===== src/rtl/stream_collector.sv =====
// Collects SIZE words from a valid/ready stream into a small buffer with registered readback.
// Optional running XOR checksum of each run is enabled by defining COLLECTOR_CHECKSUM_EN.
module stream_collector #(
  parameter int    SIZE  = 3,
  parameter int    WIDTH = 8,
  parameter string BURST = "yes"
) (
  input  logic                     iCLK,
  input  logic                     iRST,
  input  logic                     iStart,
  input  logic                     iValid_AM,
  output logic                     oReady_AM,
  input  logic [WIDTH-1:0]         iData_AM,
  output logic                     oEnd,
  output logic [$clog2(SIZE):0]    oCount,
  input  logic [$clog2(SIZE):0]    iRdAddr,
  output logic [WIDTH-1:0]         oRdData,
  output logic [WIDTH-1:0]         oChecksum
);

  localparam int CW    = $clog2(SIZE) + 1;
  localparam int AW    = (SIZE > 1) ? $clog2(SIZE) : 1;
  localparam int DEPTH = 1 << AW;
  localparam bit THROTTLE = (BURST == "no");
  localparam logic [CW-1:0] SIZE_C = CW'(SIZE);

  typedef enum logic [1:0] {IDLE, COLLECT, DONE} state_t;

  state_t           state;
  logic [WIDTH-1:0] mem [DEPTH];
  logic             xfer;
  logic             last;
  logic             start_run;

  assign xfer      = (state == COLLECT) && iValid_AM && oReady_AM;
  assign last      = (oCount == SIZE_C - CW'(1));
  assign start_run = ((state == IDLE) || (state == DONE)) && iStart;

  always_ff @(posedge iCLK) begin
    if (iRST) begin
      state     <= IDLE;
      oReady_AM <= 1'b0;
      oEnd      <= 1'b0;
      oCount    <= '0;
    end else begin
      case (state)
        IDLE, DONE: begin
          if (start_run) begin
            state     <= COLLECT;
            oReady_AM <= 1'b1;
            oEnd      <= 1'b0;
            oCount    <= '0;
          end
        end
        COLLECT: begin
          if (xfer && last) begin
            state     <= DONE;
            oReady_AM <= 1'b0;
            oEnd      <= 1'b1;
            oCount    <= oCount + CW'(1);
          end else begin
            // throttled mode toggles every cycle, independent of upstream valid
            oReady_AM <= THROTTLE ? ~oReady_AM : 1'b1;
            if (xfer) oCount <= oCount + CW'(1);
          end
        end
        default: begin
          state     <= IDLE;
          oReady_AM <= 1'b0;
          oEnd      <= 1'b0;
        end
      endcase
    end
  end

  // storage is not reset and survives across runs
  always_ff @(posedge iCLK) begin
    if (xfer) mem[oCount[AW-1:0]] <= iData_AM;
  end

  always_ff @(posedge iCLK) begin
    if (iRST)
      oRdData <= '0;
    else if (iRdAddr < SIZE_C)
      oRdData <= mem[iRdAddr[AW-1:0]];
    else
      oRdData <= '0;
  end

`ifdef COLLECTOR_CHECKSUM_EN
  always_ff @(posedge iCLK) begin
    if (iRST)
      oChecksum <= '0;
    else if (start_run)
      oChecksum <= '0;
    else if (xfer)
      oChecksum <= oChecksum ^ iData_AM;
  end
`else
  assign oChecksum = '0;
`endif

endmodule


===== config.mk =====
export PLATFORM = sky130hd
export DESIGN_NAME = stream_collector
export DESIGN_NICKNAME = d
export VERILOG_FILES = /design/src/rtl/stream_collector.sv
export SDC_FILE = /design/constraint.sdc
export NUM_CORES = 1
export LEC_CHECK = 0
export ABC_CLOCK_PERIOD_IN_PS = 3900
export CAP_MARGIN = 20
export CELL_PAD_IN_SITES_DETAIL_PLACEMENT = 1
export CELL_PAD_IN_SITES_GLOBAL_PLACEMENT = 2
export CORE_ASPECT_RATIO = 0.7
export CORE_UTILIZATION = 29
export CTS_BUF_LIST = sky130_fd_sc_hd__clkbuf_8 sky130_fd_sc_hd__clkbuf_16
export DETAILED_ROUTE_END_ITERATION = 10
export DONT_BUFFER_PORTS = 1
export PLACE_DENSITY_LB_ADDON = 0.25
export SLEW_MARGIN = 40
export SYNTH_ARGS = -nofsm -noshare
export SYNTH_HDL_FRONTEND = slang
export SYNTH_SLANG_ARGS = --single-unit

===== constraint.sdc =====
create_clock -name iCLK -period 3.9 [get_ports iCLK]
set_clock_uncertainty 0.15 [all_clocks]
set_input_delay 0.39 -clock iCLK [delete_from_list [all_inputs] [get_ports iCLK]]
set_output_delay 0.39 -clock iCLK [all_outputs]
set_load 0.02 [all_outputs]

==> flow_summary.json <==
{
  "die_area_um2": 5590,
  "ys_warn_count": 0,
  "chipWidth_um": 88.9,
  "reg2reg_depth": 2,
  "die_y_um": 62.9,
  "pwr_density_cell_nw_per_um2": 442,
  "cts_root_buffer": "clkbuf_8",
  "port_buffers": 0,
  "cts.clk_slew.worst_paths_ns": 0.08,
  "setup_violations": 0,
  "fmax_mhz": 592,
  "clock_sinks": 38,
  "final_core_util": 0.333,
  "ir_drop_mv": 0.109,
  "grt_start_max_net_pins": 12,
  "synth_top_cell_area_share": 0.470,
  "synth_flop_cell": "edfxtp_1",
  "clock_path_buffers": 2,
  "via_per_inst": 4.25,
  "synth_area_leader_cell": "edfxtp_1",
  "hold_class": "in -> reg",
  "drt_pre_antenna_iters": 4,
  "pre_cts_ws_ns": 2.19,
  "wirelength_mm": 2.80,
  "drive_above_1_share": 0.158,
  "antenna_found_initial": 0,
  "final-hold-violation-count": 0,
  "hold_path_depth": 0,
  "synth_seq_cells": 38,
  "worstSkewPairLatency_ns": 0.29,
  "status": "completed",
  "drv_slew": 0,
  "synthArstFlopShare": 0,
  "seq_area_um2": 1000,
  "path_max_fanout": 8,
  "fin_nets": 138,
  "row_count": 21,
  "ys_seq_area_frac": 0.653,
  "maxCapViolations": 0,
  "drc_errors": 0,
  "syn_inst": 116,
  "grt_setup_unrepaired": "no",
  "final.min_clock_period_ns": 1.69,
  "grt_overflow_total": 0,
  "end_kind": "register",
  "gp_congestion": 0.721,
  "multi_input_area_um2": 453,
  "start_util": 0.311,
  "ys_top_cells_by_area": "edfxtp_1 47%, dfxtp_1 18%, mux2i_1 5.9%",
  "core_area_um2": 4940,
  "layout_common_cells": "24 x edfxtp_1, 14 x dfxtp_1, 10 x a21oi_1",
  "detailroute.via_count": 803,
  "cp-start-kind": "register",
  "tns_ns": 0,
  "fillCellCount": 563,
  "track_usage": 0.114,
  "tightest_slew_ns": 0.579,
  "cts_max_level": 2,
  "io_pins": 36,
  "synth_area_um2": 1530,
  "power_leakage_uw": 0.000597,
  "grt_pass1_wl_mm": 4.46,
  "fin_area_um2": 1650,
  "arrival_ns": 1.52,
  "ant_nets": 0,
  "fin_ws_ns": 2.21,
  "cts_tree": "built",
  "worstSetupPathType": "reg -> reg",
  "drt-initial-drc-count": 50,
  "antenna_cells": 0,
  "cts_buffers": 5,
  "syn2layout_area_growth_pct": 7.34,
  "dpl_cell_area_um2": 1560,
  "grt_pass1_vias": 847,
  "relSlewSlack": 0.613,
  "holdWs_ns": 0.0368,
  "avgSynthCellArea_um2": 13.2,
  "synth_edf_count": 24,
  "post_cts_resized": 0,
  "min_period_over_period": 0.433,
  "synth.distinct_cells": 26,
  "hpwl_mm": 1.96,
  "wire_per_inst_um": 14.8,
  "layout_commonest_cell": "edfxtp_1",
  "worstPathRequired_ns": 3.73
}
-- power breakdown --
group / switching, µW / internal (µW)
logic: 18.6 / 11.0
registers: 8.81 / 433
clock network: 136 / 120
total: 163 / 565
-- synth_stat cells (3+ instances only) --
master / n
dfxtp_1: 14
inv_1: 4
and2_2: 3
or2_2: 9
a21oi_1: 10
ha_1: 4
buf_4: 8
mux2i_1: 9
nand2_1: 9
edfxtp_1: 24
nand4b_1: 3
-- metrics by stage --
step / instances / total power [µW]
2_1_floorplan: 123 / 484
3_3_place_gp: 180 / 479
3_5_place_dp: 180 / 480
4_1_cts: 188 / 735
5_1_grt: 189 / 756
6_report: 189 / 728
-- logic make-up (layout without fill, tap and decap cells) --
group,Yosys count,in the layout,synth area share
multiplexers,9,9,0.0587
buffers and inverters,16,13,0.0693
AO/OA/AOI/OAI,12,12,0.0432
flip-flops,38,38,0.653
AND/OR/NAND/NOR,35,35,0.135
other,1,8,0.00244
XOR/XNOR,1,1,0.00571
adder cells (fa/ha/maj),4,4,0.0326
-- routing by layer --
layer	vias up	track usage	share of wire
li1	389	-	-
met1	382	0.137	0.46
met2	24	0.164	0.43
met3	8	0.0634	0.083
met4	0	0.0536	0.022
met5	-	0	0
-- flip-flops by register name (all words and copies together), names as in the netlist --
name	flops
mem	24
oRdData	8
oCount	3
oEnd	1
oReady_AM	1
state	1
-- what timing repair did --
item	CTS	global route
hold buffers	0	1
hold endpoints to repair	0	3
buffers inserted	0	0
-- critical path, stage by stage (launching register included) --
cell and delay [ns]:
dfxtp_1 0.49, and4b_1 0.40, and2_2 0.33
-- worst paths after layout --
check / startpoint / slack, ns / end
setup / recovery: oReady_AM / 2.21 / mem[1][7]
hold / removal: iData_AM[2] / 0.04 / mem[0][2]
setup reg to reg: oReady_AM / 2.21 / mem[1][7]
hold reg to reg: mem[1][4] / 0.37 / oRdData[4]
-- area by class of cell --
class / count / share of cell area
clock buffer: 5 / 0.0418
clock inverter: 3 / 0.00760
inverter: 4 / 0.00912
multi-input combinational: 69 / 0.275
sequential: 38 / 0.608
tap: 69 / 0.0524
timing repair buffer: 1 / 0.00608
(Power assumes the default switching activity.)
